<file path="src/rtl/hdr_strip_pkg.sv">
// Shared types and helpers for the header stripper: FSM states, beat byte math.
package hdr_strip_pkg;

    typedef enum logic [1:0] {
        ST_IDLE,
        ST_HEADER,
        ST_PAYLOAD,
        ST_FLUSH
    } state_t;

    function automatic int calc_bpb(input int data_width);
        return data_width / 8;
    endfunction

    localparam int DEFAULT_BPB = calc_bpb(128);

    typedef logic [$clog2(DEFAULT_BPB+1)-1:0] byte_cnt_t;

    // Unused bytes at the LSB end of a beat holding valid_bytes bytes.
    function automatic int calc_empty(input int bpb, input int valid_bytes);
        return bpb - valid_bytes;
    endfunction

endpackage

</file>
<file path="src/rtl/header_stripper_byte_realigner.sv">
// Combinational byte realigner: merges the stored residual with an input beat at
// byte offset off and produces the next residual plus the beat's valid-byte count.
module byte_realigner
    import hdr_strip_pkg::*;
#(
    parameter  int DATA_WIDTH = 128,
    localparam int BPB        = calc_bpb(DATA_WIDTH),
    localparam int EW         = $clog2(BPB),
    localparam int BCW        = $clog2(BPB + 1)
) (
    input  logic [DATA_WIDTH-1:0] resid,
    input  logic [DATA_WIDTH-1:0] in_data,
    input  logic [EW-1:0]         off,
    input  logic                  in_eop,
    input  logic [EW-1:0]         in_empty,
    output logic [DATA_WIDTH-1:0] merged,
    output logic [DATA_WIDTH-1:0] next_resid,
    output logic [BCW-1:0]        valid_bytes
);

    // Residual sits MSB-aligned; the head of the new beat fills the bytes after it.
    always_comb begin
        merged = in_data;
        if (off != '0) begin
            merged = resid | (in_data >> ((BPB - int'(off)) * 8));
        end
        next_resid  = in_data << (int'(off) * 8);
        valid_bytes = in_eop ? BCW'(BPB - int'(in_empty)) : BCW'(BPB);
    end

endmodule

</file>
<file path="src/rtl/header_stripper.sv">
// Strips a runtime-sized header from an Avalon-ST stream, exports it, realigns payload.
// Optional HEADER_STRIP_STATS_EN adds pkt_cnt / drop_cnt statistics outputs.
module header_stripper
    import hdr_strip_pkg::*;
#(
    parameter  int DATA_WIDTH       = 128,
    parameter  int MAX_HEADER_BYTES = 64,
    localparam int BPB              = calc_bpb(DATA_WIDTH),
    localparam int EW               = $clog2(BPB),
    localparam int BCW              = $clog2(BPB + 1),
    localparam int HLW              = $clog2(MAX_HEADER_BYTES + 1),
    localparam int HW               = MAX_HEADER_BYTES * 8
) (
    input  logic                  clk,
    input  logic                  rst,
    input  logic [HLW-1:0]        header_len,
    input  logic [DATA_WIDTH-1:0] in_data,
    input  logic                  in_valid,
    output logic                  in_ready,
    input  logic                  in_sop,
    input  logic                  in_eop,
    input  logic [EW-1:0]         in_empty,
    output logic [DATA_WIDTH-1:0] out_data,
    output logic                  out_valid,
    input  logic                  out_ready,
    output logic                  out_sop,
    output logic                  out_eop,
    output logic [EW-1:0]         out_empty,
    output logic [HW-1:0]         header_data,
    output logic                  header_valid,
    output logic                  hdr_short_err
`ifdef HEADER_STRIP_STATS_EN
    ,
    output logic [31:0]           pkt_cnt,
    output logic [31:0]           drop_cnt
`endif
);

    state_t                state_q, state_d;
    logic [HLW-1:0]        h_q, h_d, cnt_q, cnt_d;
    logic [EW-1:0]         off_q, off_d, flush_empty_q, flush_empty_d;
    logic [HW-1:0]         header_q, header_d, hdr_fill;
    logic [DATA_WIDTH-1:0] resid_q, resid_d;
    logic                  first_q, first_d;
    logic                  hv_q, hv_d, se_q, se_d;
    logic [DATA_WIDTH-1:0] od_q, od_d;
    logic                  ov_q, ov_d, os_q, os_d, oe_q, oe_d;
    logic [EW-1:0]         oem_q, oem_d;

    logic                  adv, fire, do_hdr;
    int                    sat_len, cur_h, cur_cnt, v_i;
    logic [EW-1:0]         cur_off;
    logic [DATA_WIDTH-1:0] merged, next_resid;
    logic [BCW-1:0]        valid_bytes;

    byte_realigner #(.DATA_WIDTH(DATA_WIDTH)) u_realign (
        .resid       (resid_q),
        .in_data     (in_data),
        .off         (cur_off),
        .in_eop      (in_eop),
        .in_empty    (in_empty),
        .merged      (merged),
        .next_resid  (next_resid),
        .valid_bytes (valid_bytes)
    );

    always_ff @(posedge clk) begin
        if (rst) begin
            state_q       <= ST_IDLE;
            h_q           <= '0;
            cnt_q         <= '0;
            off_q         <= '0;
            flush_empty_q <= '0;
            header_q      <= '0;
            resid_q       <= '0;
            first_q       <= 1'b0;
            hv_q          <= 1'b0;
            se_q          <= 1'b0;
            od_q          <= '0;
            ov_q          <= 1'b0;
            os_q          <= 1'b0;
            oe_q          <= 1'b0;
            oem_q         <= '0;
        end else begin
            state_q       <= state_d;
            h_q           <= h_d;
            cnt_q         <= cnt_d;
            off_q         <= off_d;
            flush_empty_q <= flush_empty_d;
            header_q      <= header_d;
            resid_q       <= resid_d;
            first_q       <= first_d;
            hv_q          <= hv_d;
            se_q          <= se_d;
            od_q          <= od_d;
            ov_q          <= ov_d;
            os_q          <= os_d;
            oe_q          <= oe_d;
            oem_q         <= oem_d;
        end
    end

    // In IDLE the header geometry comes straight from header_len on the SOP beat.
    always_comb begin
        sat_len = (int'(header_len) > MAX_HEADER_BYTES) ? MAX_HEADER_BYTES : int'(header_len);
        cur_h   = (state_q == ST_IDLE) ? sat_len : int'(h_q);
        cur_cnt = (state_q == ST_IDLE) ? 0 : int'(cnt_q);
        cur_off = EW'(cur_h % BPB);
        v_i     = int'(valid_bytes);
        do_hdr  = fire && (((state_q == ST_IDLE) && in_sop && (cur_h != 0)) ||
                           (state_q == ST_HEADER));
        hdr_fill = (state_q == ST_IDLE) ? '0 : header_q;
        for (int j = 0; j < MAX_HEADER_BYTES; j++) begin
            if ((j >= cur_cnt) && (j < cur_cnt + BPB) && (j < cur_h)) begin
                hdr_fill[HW-1-8*j -: 8] = in_data[DATA_WIDTH-1-8*(j-cur_cnt) -: 8];
            end
        end
    end

    always_comb begin
        state_d       = state_q;
        h_d           = h_q;
        cnt_d         = cnt_q;
        off_d         = off_q;
        flush_empty_d = flush_empty_q;
        header_d      = header_q;
        resid_d       = resid_q;
        first_d       = first_q;
        hv_d          = 1'b0;
        se_d          = 1'b0;
        ov_d          = ov_q;
        od_d          = od_q;
        os_d          = os_q;
        oe_d          = oe_q;
        oem_d         = oem_q;
        if (adv) begin
            ov_d = 1'b0;
        end
        case (state_q)
            ST_IDLE: begin
                if (fire && in_sop) begin
                    h_d      = HLW'(cur_h);
                    off_d    = cur_off;
                    cnt_d    = '0;
                    header_d = hdr_fill;
                    resid_d  = '0;
                    first_d  = 1'b0;
                    if (cur_h == 0) begin
                        hv_d    = 1'b1;
                        ov_d    = 1'b1;
                        od_d    = in_data;
                        os_d    = 1'b1;
                        oe_d    = in_eop;
                        oem_d   = in_eop ? in_empty : '0;
                        state_d = in_eop ? ST_IDLE : ST_PAYLOAD;
                    end
                end
            end
            ST_PAYLOAD: begin
                if (fire) begin
                    ov_d    = 1'b1;
                    os_d    = first_q;
                    oe_d    = in_eop;
                    oem_d   = '0;
                    first_d = 1'b0;
                    resid_d = next_resid;
                    if (off_q == '0) begin
                        od_d = in_data;
                        if (in_eop) oem_d = in_empty;
                    end else begin
                        od_d = merged;
                        // Leftover bytes beyond one beat spill into the FLUSH beat.
                        if (in_eop && (v_i > int'(off_q))) begin
                            oe_d          = 1'b0;
                            flush_empty_d = EW'(calc_empty(BPB, v_i - int'(off_q)));
                        end else if (in_eop) begin
                            oem_d = EW'(int'(off_q) - v_i);
                        end
                    end
                    if (in_eop) begin
                        state_d = ((off_q != '0) && (v_i > int'(off_q))) ? ST_FLUSH : ST_IDLE;
                    end
                end
            end
            ST_FLUSH: begin
                if (adv) begin
                    ov_d    = 1'b1;
                    od_d    = resid_q;
                    os_d    = 1'b0;
                    oe_d    = 1'b1;
                    oem_d   = flush_empty_q;
                    state_d = ST_IDLE;
                end
            end
            default: ;
        endcase
        if (do_hdr) begin
            header_d = hdr_fill;
            if (cur_cnt + v_i < cur_h) begin
                if (in_eop) begin
                    se_d    = 1'b1;
                    state_d = ST_IDLE;
                end else begin
                    cnt_d   = HLW'(cur_cnt + BPB);
                    state_d = ST_HEADER;
                end
            end else begin
                hv_d = 1'b1;
                if (in_eop) begin
                    if (cur_cnt + v_i > cur_h) begin
                        ov_d  = 1'b1;
                        od_d  = next_resid;
                        os_d  = 1'b1;
                        oe_d  = 1'b1;
                        oem_d = EW'(calc_empty(BPB, cur_cnt + v_i - cur_h));
                    end
                    state_d = ST_IDLE;
                end else begin
                    resid_d = next_resid;
                    first_d = 1'b1;
                    state_d = ST_PAYLOAD;
                end
            end
        end
    end

    always_comb begin
        adv           = !ov_q || out_ready;
        in_ready      = !rst && (state_q != ST_FLUSH) && adv;
        fire          = in_valid && in_ready;
        out_data      = od_q;
        out_valid     = ov_q;
        out_sop       = os_q;
        out_eop       = oe_q;
        out_empty     = oem_q;
        header_data   = header_q;
        header_valid  = hv_q;
        hdr_short_err = se_q;
    end

`ifdef HEADER_STRIP_STATS_EN
    logic [31:0] pkt_cnt_q, pkt_cnt_d, drop_cnt_q, drop_cnt_d;

    always_comb begin
        pkt_cnt_d  = pkt_cnt_q + (hv_d ? 32'd1 : 32'd0);
        drop_cnt_d = drop_cnt_q + (se_d ? 32'd1 : 32'd0);
    end

    always_ff @(posedge clk) begin
        if (rst) begin
            pkt_cnt_q  <= '0;
            drop_cnt_q <= '0;
        end else begin
            pkt_cnt_q  <= pkt_cnt_d;
            drop_cnt_q <= drop_cnt_d;
        end
    end

    assign pkt_cnt  = pkt_cnt_q;
    assign drop_cnt = drop_cnt_q;
`endif

endmodule

</file>
<file path="config.mk">
export PLATFORM = sky130hd
export DESIGN_NAME = header_stripper
export DESIGN_NICKNAME = d
export VERILOG_FILES = /design/src/rtl/hdr_strip_pkg.sv /design/src/rtl/header_stripper_byte_realigner.sv /design/src/rtl/header_stripper.sv
export SDC_FILE = /design/constraint.sdc
export NUM_CORES = 2
export LEC_CHECK = 0
export BUFFER_PORTS_ARGS = -buffer_cell sky130_fd_sc_hd__buf_2
export CELL_PAD_IN_SITES_DETAIL_PLACEMENT = 1
export CELL_PAD_IN_SITES_GLOBAL_PLACEMENT = 2
export CORE_MARGIN = 3
export CORE_UTILIZATION = 31
export DETAILED_ROUTE_END_ITERATION = 8
export PLACE_DENSITY_LB_ADDON = 0.08
export SYNTH_ARGS = -nofsm -noshare
export SYNTH_HDL_FRONTEND = slang
export SYNTH_SLANG_ARGS = --single-unit
</file>
<file path="constraint.sdc">
create_clock -name clk -period 5.82 [get_ports clk]
set_clock_uncertainty 0.15 [all_clocks]
set_input_delay 1.455 -clock clk [delete_from_list [all_inputs] [get_ports clk]]
set_output_delay 1.455 -clock clk [all_outputs]
set_load 0.03 [all_outputs]
</file>
### Word-level counts from Yosys, hierarchy flattened

Cells that the tools add are included.

* output and inout port bits: 650
* input bits: 145
* RAM bits: 0
* memory bits (read-only): 0
* register bits: 802
* bits in latches: 0
* memories kept: 0

* multiply operators: 0
* bitwise logic cells: 4
* divide/modulo/power cells: 0
* reduce and logical (&&, ||, !) cells: 155
* multiplexer cells: 160
* equality and inequality tests: 9
* add/subtract/negate cells: 137
* shift operators: 66
* $lt $le $gt $ge: 196

Operators with widths (count)
* $shiftx 135x12->8: 64
* $mux 512: 4
* $mux 128: 15
* $lt 7x32->1 const A: 32
* $sub 8x11->12 const A: 64
* $lt 6x32->1 const A: 16
* $mux 8: 64
* $pmux 128 s3: 1
* $lt 5x32->1 const A: 8
* $pmux 128 s2: 1
* $sub 6x7->8 const A: 32
* $ge 6x7->1 const A: 32
* $lt 6x7->1 const A: 32
* $logic_and 1x1->1: 137
* $lt 4x32->1 const A: 4
* $or 128x128->128: 1
* $shl 128x7->128: 1
* $shr 128x32->128: 1
* $sub 5x7->8 const A: 16
* $ge 5x7->1 const A: 16
* $lt 5x7->1 const A: 16
* $lt 3x32->1 const A: 2
* $sub 4x7->8 const A: 8
* $ge 4x7->1 const A: 8
* 49 further kinds: 152

### Depth between registers and ports, before layout

* word-level depth: 14
* mapped depth: 28

### Cells and area by module

A second synthesis with hierarchy kept.

* cells, all modules: 6921
* area total of the unflattened synthesis: 56162.6 um^2

By module, submodules not included
* header_stripper: area each 44948.1 um^2, cells an instance 5242, sequential area each 15975.3 um^2, instances 1
* byte_realigner: area each 11214.5 um^2, cells an instance 1679, sequential area each 0.0 um^2, instances 1

### Worst setup path after synthesis

No wires, ideal clock.

* path type: input -> register
* from: input port header_len[6]
* to: register od_q[101], in the netlist out_data[101]
* stages: 18
* data required time: 5.528 ns
* setup slack: 0.262 ns
* data arrival time: 5.266 ns
* buffers on the path: 8
* path through: buf_2 -> or4b_1 -> nand2_1 -> inv_2 -> buf_2 -> clkbuf_1 -> buf_2 -> clkbuf_1 -> ha_1 -> a21oi_1 -> nor2b_1 -> o311ai_0 -> nand3b_1 -> nand4_1 -> clkbuf_1 -> buf_2 -> clkbuf_1 -> a311oi_1

* longest elaborated chain between the ends: 14
* elaborated cells on any way between the ends: 25

Ends and longest elaborated chain
* from (decl): RTL line header_stripper.sv:16 `input logic [HLW-1:0] header_len,`
* $gt 7x7->1: RTL line header_stripper.sv:105 `sat_len = (int'(header_len) > MAX_HEADER_BYTES) ? MAX_HEADER_BYTES : int'(header_len);`
* $mux 7 *: RTL line header_stripper.sv:105
* $mux 7 *: RTL line header_stripper.sv:106 `cur_h = (state_q == ST_IDLE) ? sat_len : int'(h_q);`
* $sub 5x4->6: RTL line header_stripper_byte_realigner.sv:25 `merged = resid | (in_data >> ((BPB - int'(off)) * 8));`
* $shr 128x32->128: RTL line header_stripper_byte_realigner.sv:25
* $or 128x128->128: RTL line header_stripper_byte_realigner.sv:25
* $mux 128: RTL line header_stripper_byte_realigner.sv:24 `if (off != '0) begin`
* $mux 128: RTL line header_stripper.sv:167 `if (off_q == '0) begin`
* $mux 128: RTL line header_stripper.sv:160 `if (fire) begin`
* $pmux 128 s3: RTL line header_stripper.sv:139 `case (state_q)`
* $mux 128: RTL line header_stripper.sv:210 `if (cur_cnt + v_i > cur_h) begin`
* $mux 128: RTL line header_stripper.sv:209 `if (in_eop) begin`
* $mux 128: RTL line header_stripper.sv:199 `if (cur_cnt + v_i < cur_h) begin`
* $mux 128 *: RTL line header_stripper.sv:197 `if (do_hdr) begin`
* to (signal assigned): RTL line header_stripper.sv:79 `od_q <= '0;`
* to (signal assigned): RTL line header_stripper.sv:95 `od_q <= od_d;`
* to (decl): RTL line header_stripper.sv:46 `logic [DATA_WIDTH-1:0] od_q, od_d;`

Every way passes the cells marked *; elsewhere a longest branch is shown, timed or not.
A chain may end at the register's enable or synchronous reset.

### Worst setup path in the final report

* from: register state_q[0]
* to: register header_q[191], in the netlist header_data[191]

* longest elaborated chain between the ends: 10
* elaborated cells on any way between the ends: 31

Ends and longest elaborated chain
* from (decl): RTL line header_stripper.sv:39 `state_t state_q, state_d;`
* from (signal assigned): RTL line header_stripper.sv:85 `state_q <= state_d;`
* parallel branches: the longest is 10 deep, another holds $sub 8x11->12
* to (signal assigned): RTL line header_stripper.sv:90 `header_q <= header_d;`
* to (decl): RTL line header_stripper.sv:42 `logic [HW-1:0] header_q, header_d, hdr_fill;`

Parallel ways; which one is timed is not known. The select of a mux whose other input is x is not followed.

==> run summary <==
===============================================================================================
Run status ....................................................................... complete, but fails checks
Failing checks ................................................................... max-capacitance violations, max-slew violations
Average via count per standard cell ..............................................         6.49
Final setup vio count ............................................................            0
Clock tree buffer depth ..........................................................            3
Setup repair after global routing missed its margin ..............................        false
Number of violations of the max-capacitance limit ................................            1
Post-CTS resize count ............................................................            0
Transition time of the tightest slew-check pin ...................................      1500 ps
Level count of the clock H-tree ..................................................            3
Fraction of power consumed by the clock network ..................................        0.382
Max-slew headroom ................................................................     -0.00377
Data required time at the worst endpoint .........................................      6390 ps
Worst Slack Setup Final ..........................................................       428 ps
Area leader, netlist ............................................................. sky130_fd_sc_hd__dfxtp_1
Final hold violation count .......................................................            0
Maximum number of pins on one net before global-route repair .....................          199
Sw Share .........................................................................        0.375
Sum of negative setup slack ......................................................         0 ps
CTS buffer count .................................................................           99
Flip-flop and latch count after synthesis ........................................          798
Total Wirelength .................................................................    368000 µm
P_sw .............................................................................      6.25 mW
CP top delay family .............................................................. buffers and inverters
Post-layout net count ............................................................         7495
Number of max-slew violations in the final report ................................           12
Std-Cell Core Area ...............................................................   171000 µm²
Insertion delay to the later sink of the worst-skew pair .........................       780 ps
Sum of buffers and inverters on the critical path ................................            7
Relative contribution of sequential cells to total power .........................        0.342
Pwr per Cell Area ................................................................   258 nW/µm²
Post-Synthesis Net Count .........................................................         6877
Most frequently used flop master after synthesis ................................. sky130_fd_sc_hd__dfxtp_1
Number of setup buffers added after CTS ..........................................            0
Cell total after placement .......................................................         9431
Async set or reset register ratio after synthesis ................................            0
Area of the die ..................................................................   178000 µm²
Static Leakage ...................................................................      26.1 nW
Die Height .......................................................................       422 µm
Peak per-stage delay on the critical path ........................................       750 ps
Detailed Place HPWL ..............................................................    272000 µm
Width of the chip ................................................................       422 µm
Setup crit end kind ..............................................................         flop
Synth Area in Adders .............................................................       0.0268
Area overhead of the layout relative to synthesis ................................        20.6%
Combinational Power Share ........................................................        0.277
Share of cells above drive strength 1 ............................................        0.216
Overall routing resource usage ...................................................        0.393
Share of the clock period used by the worst path after layout ....................        0.926
Clock root buffer ................................................................ sky130_fd_sc_hd__clkbuf_16
Initial DRT Pass Iterations ......................................................            9
Remaining number of nets flagged by the antenna check after routing ..............            0
Starting density of the core .....................................................        0.314
Area share of xor/xnor cells in the synthesized design ...........................       0.0266
Class of the most critical setup path ............................................ flop to flop
Antenna violations before repair .................................................           47
Global-route wire length before repair ...........................................    502000 µm
Clock tree from TritonCTS ........................................................        built
Number of flops mapped to enable cells by yosys ..................................            0
Sink count of the clock tree .....................................................          798
Slowest cell on the critical path ................................................ sky130_fd_sc_hd__nor4_4
Count of non-filler cells in the finished layout .................................         9623
Int Power ........................................................................      10.4 mW
Share of the synthesized area in compound gates (AO/OA/AOI/OAI) ..................        0.282
Final Critical Period ............................................................      5390 ps
Area fraction in and, or, nand and nor cells after synthesis .....................        0.172
Share of the core filled with cells in the final layout ..........................        0.379
Gr ovfl total ....................................................................            0
Worst ir drop on vdd .............................................................     0.228 mV
Critical path data arrival time ..................................................      5970 ps
Worst slack, placed ..............................................................      1.16 ps
Part of the Yosys area used for sequential elements ..............................        0.298
DRC violation count after routing ................................................            0
Cell-by-cell listing of the critical path ........................................ or2_2 > buf_4 > nand2_1 > inv_2 > ha_1 > inv_1 > ha_1 > inv_1 > o21ai_1 > buf_4 > o21ai_1 > buf_4 > a211oi_1 > o21ai_0 > buf_4 > nor4_4 > a22oi_1 > nor2_1
Clock input transition at the sequential cells of the worst setup and hold paths .        60 ps
Number of port buffers ...........................................................          794
Number of warnings printed during yosys synthesis ................................            0
Min-Delay Path Class ............................................................. flop to flop
Yosys top cell area share ........................................................        0.298
CTS hold repair buffers ..........................................................            0
Routed wirelength normalized by instance count ...................................      38.2 µm
Number of top-level pins .........................................................          795
Vias in the first global route ...................................................        59.4k
Crit start category ..............................................................         flop
First-iteration detailed-routing DRC count .......................................         8365
Total number of vias .............................................................        62.4k
Highest fanout seen on the critical path .........................................           27
Mapped Cells .....................................................................         6619
Post-synthesis mux area share ....................................................        0.134
# rows ...........................................................................          151
Area of the mapped netlist .......................................................    53600 µm²
Cell seen most often among critical-path stages .................................. sky130_fd_sc_hd__buf_4
FMAX .............................................................................      185 MHz
Main combinational cell family by area after synthesis ........................... compound AO/OA/AOI/OAI gates
Number of unique standard cell types used by synthesis ...........................          109
Cell types occupying the most area after synthesis ............................... sky130_fd_sc_hd__dfxtp_1 (30%), sky130_fd_sc_hd__mux2i_1 (10%), sky130_fd_sc_hd__a22oi_1 (8.2%)
Average cell area after synthesis ................................................     8.10 µm²
Last weighted congestion value of the routability-driven placer ..................         1.00
===============================================================================================
==> kinds of logic after synthesis <==
group                      count (synthesis)
adders and majority gates                113
xor gates and xnor gates                 162
and+or+nand+nor                         1977
muxes                                    642
DFF                                      798
buffers and inverters                    765
AOI/OAI and AO/OA                       2162
==> layout make-up <==
| class | instances | area (µm²) |
|---|---|---|
| flip-flops and latches | 798 | 16000 |
| fillers | 20300 | 106000 |
| repair buffers | 1186 | 7380 |
| clock buffers | 145 | 2840 |
| diodes | 18 | 45.0 |
| well taps | 2295 | 2870 |
| multi-input cells | 5056 | 34700 |
| inverters | 96 | 378 |
| clock inverters | 29 | 433 |
==> sequential cells by signal, indices dropped and copies added (netlist names), 2 cells and up <==
| signal | flops |
|---|---|
| header_data | 512 |
| flush_empty_q | 4 |
| cnt_q | 7 |
| h_q | 7 |
| out_empty | 4 |
| state_q | 2 |
| resid_q | 128 |
| out_data | 128 |
==> worst paths after layout <==
| path | start | endpoint | slack (ps) | cells past startpoint |
|---|---|---|---|---|
| worst max register to register | state_q[0] | header_data[191] | 430 | 18 |
| worst min register to register | header_data[282] | header_data[282] | 300 | 2 |
| worst max-delay path | state_q[0] | header_data[191] | 430 | 18 |
| worst min-delay path | header_data[282] | header_data[282] | 300 | 2 |
==> synth_stat cells, types with 23 or more instances <==
cell type,n
sky130_fd_sc_hd__nand2b_1,40
sky130_fd_sc_hd__o31ai_1,26
sky130_fd_sc_hd__dfxtp_1,798
sky130_fd_sc_hd__nand3_1,117
sky130_fd_sc_hd__ha_1,110
sky130_fd_sc_hd__o22ai_1,26
sky130_fd_sc_hd__a21o_1,75
sky130_fd_sc_hd__clkbuf_1,433
sky130_fd_sc_hd__inv_1,89
sky130_fd_sc_hd__nand2_1,508
sky130_fd_sc_hd__o21ai_1,40
sky130_fd_sc_hd__buf_2,146
sky130_fd_sc_hd__a221oi_1,34
sky130_fd_sc_hd__and2_1,30
sky130_fd_sc_hd__mux4_2,59
sky130_fd_sc_hd__nor2_1,912
sky130_fd_sc_hd__buf_1,58
sky130_fd_sc_hd__xor2_1,37
sky130_fd_sc_hd__o21ai_0,272
sky130_fd_sc_hd__a22o_1,23
sky130_fd_sc_hd__mux2_2,33
sky130_fd_sc_hd__o211ai_1,74
sky130_fd_sc_hd__a22oi_1,582
sky130_fd_sc_hd__mux2i_1,549
sky130_fd_sc_hd__a222oi_1,115
sky130_fd_sc_hd__and3_1,83
sky130_fd_sc_hd__a311oi_1,103
sky130_fd_sc_hd__o21a_1,31
sky130_fd_sc_hd__xnor2_1,124
sky130_fd_sc_hd__or3_1,31
sky130_fd_sc_hd__nor3_1,101
sky130_fd_sc_hd__a31oi_1,80
sky130_fd_sc_hd__a21oi_1,411
sky130_fd_sc_hd__a211oi_1,67
==> routing by layer <==
layer / vias to the layer above / global-route usage / share of wire / wire length [µm]
met5: - / 0 / 0.00046 / 171
met4: 28 / 0.168 / 0.050 / 18300
met3: 704 / 0.114 / 0.11 / 39400
met2: 3745 / 0.563 / 0.41 / 150000
met1: 32000 / 0.544 / 0.43 / 160000
li1: 26000 / - / - / -
==> cells in the final DEF, fill, tap and decap left out, types with 82 or more instances in the layout <==
| master | Yosys | final |
|---|---|---|
| sky130_fd_sc_hd__a21oi_1 | 411 | 411 |
| sky130_fd_sc_hd__a222oi_1 | 115 | 115 |
| sky130_fd_sc_hd__a22oi_1 | 582 | 582 |
| sky130_fd_sc_hd__a311oi_1 | 103 | 102 |
| sky130_fd_sc_hd__and3_1 | 83 | 82 |
| sky130_fd_sc_hd__buf_2 | 146 | 793 |
| sky130_fd_sc_hd__buf_4 | 15 | 356 |
| sky130_fd_sc_hd__clkbuf_16 | 0 | 99 |
| sky130_fd_sc_hd__dfxtp_1 | 798 | 796 |
| sky130_fd_sc_hd__ha_1 | 110 | 108 |
| sky130_fd_sc_hd__inv_1 | 89 | 87 |
| sky130_fd_sc_hd__mux2i_1 | 549 | 549 |
| sky130_fd_sc_hd__nand2_1 | 508 | 507 |
| sky130_fd_sc_hd__nand3_1 | 117 | 117 |
| sky130_fd_sc_hd__nor2_1 | 912 | 905 |
| sky130_fd_sc_hd__nor3_1 | 101 | 100 |
| sky130_fd_sc_hd__o21ai_0 | 272 | 267 |
| sky130_fd_sc_hd__xnor2_1 | 124 | 117 |
==> worst reg2reg max path: cells and delay by family (launching register included) <==
kind | cells | cell delay (ps)
buffers and inverters | 7 | 1550
and+or+nand+nor | 4 | 1340
AOI/OAI and AO/OA | 5 | 1080
adders and majority gates | 2 | 650
DFF | 1 | 600
==> metrics by stage <==
| stage | hold WS (ps) | total power [mW] | area, µm² |
|---|---|---|---|
| floorplan | 283 | 8.04 | 53600 |
| global placement | 287 | 10.2 | 61300 |
| detailed placement | 292 | 10.2 | 61300 |
| CTS | 300 | 16.6 | 64600 |
| global route | 318 | 17.1 | 64600 |
| finish | 303 | 16.7 | 64700 |
==> power by group through the flow <==
| stage | Combinational [mW] | Clock, mW | Sequential [mW] |
|---|---|---|---|
| floorplan | 2.12 | 0 | 5.92 |
| global placement | 4.39 | 0 | 5.81 |
| detailed placement | 4.40 | 0 | 5.81 |
| CTS | 4.42 | 6.47 | 5.69 |
| global route | 4.69 | 6.68 | 5.70 |
| finish | 4.61 | 6.36 | 5.70 |
Power figures use the tool's default switching activity.
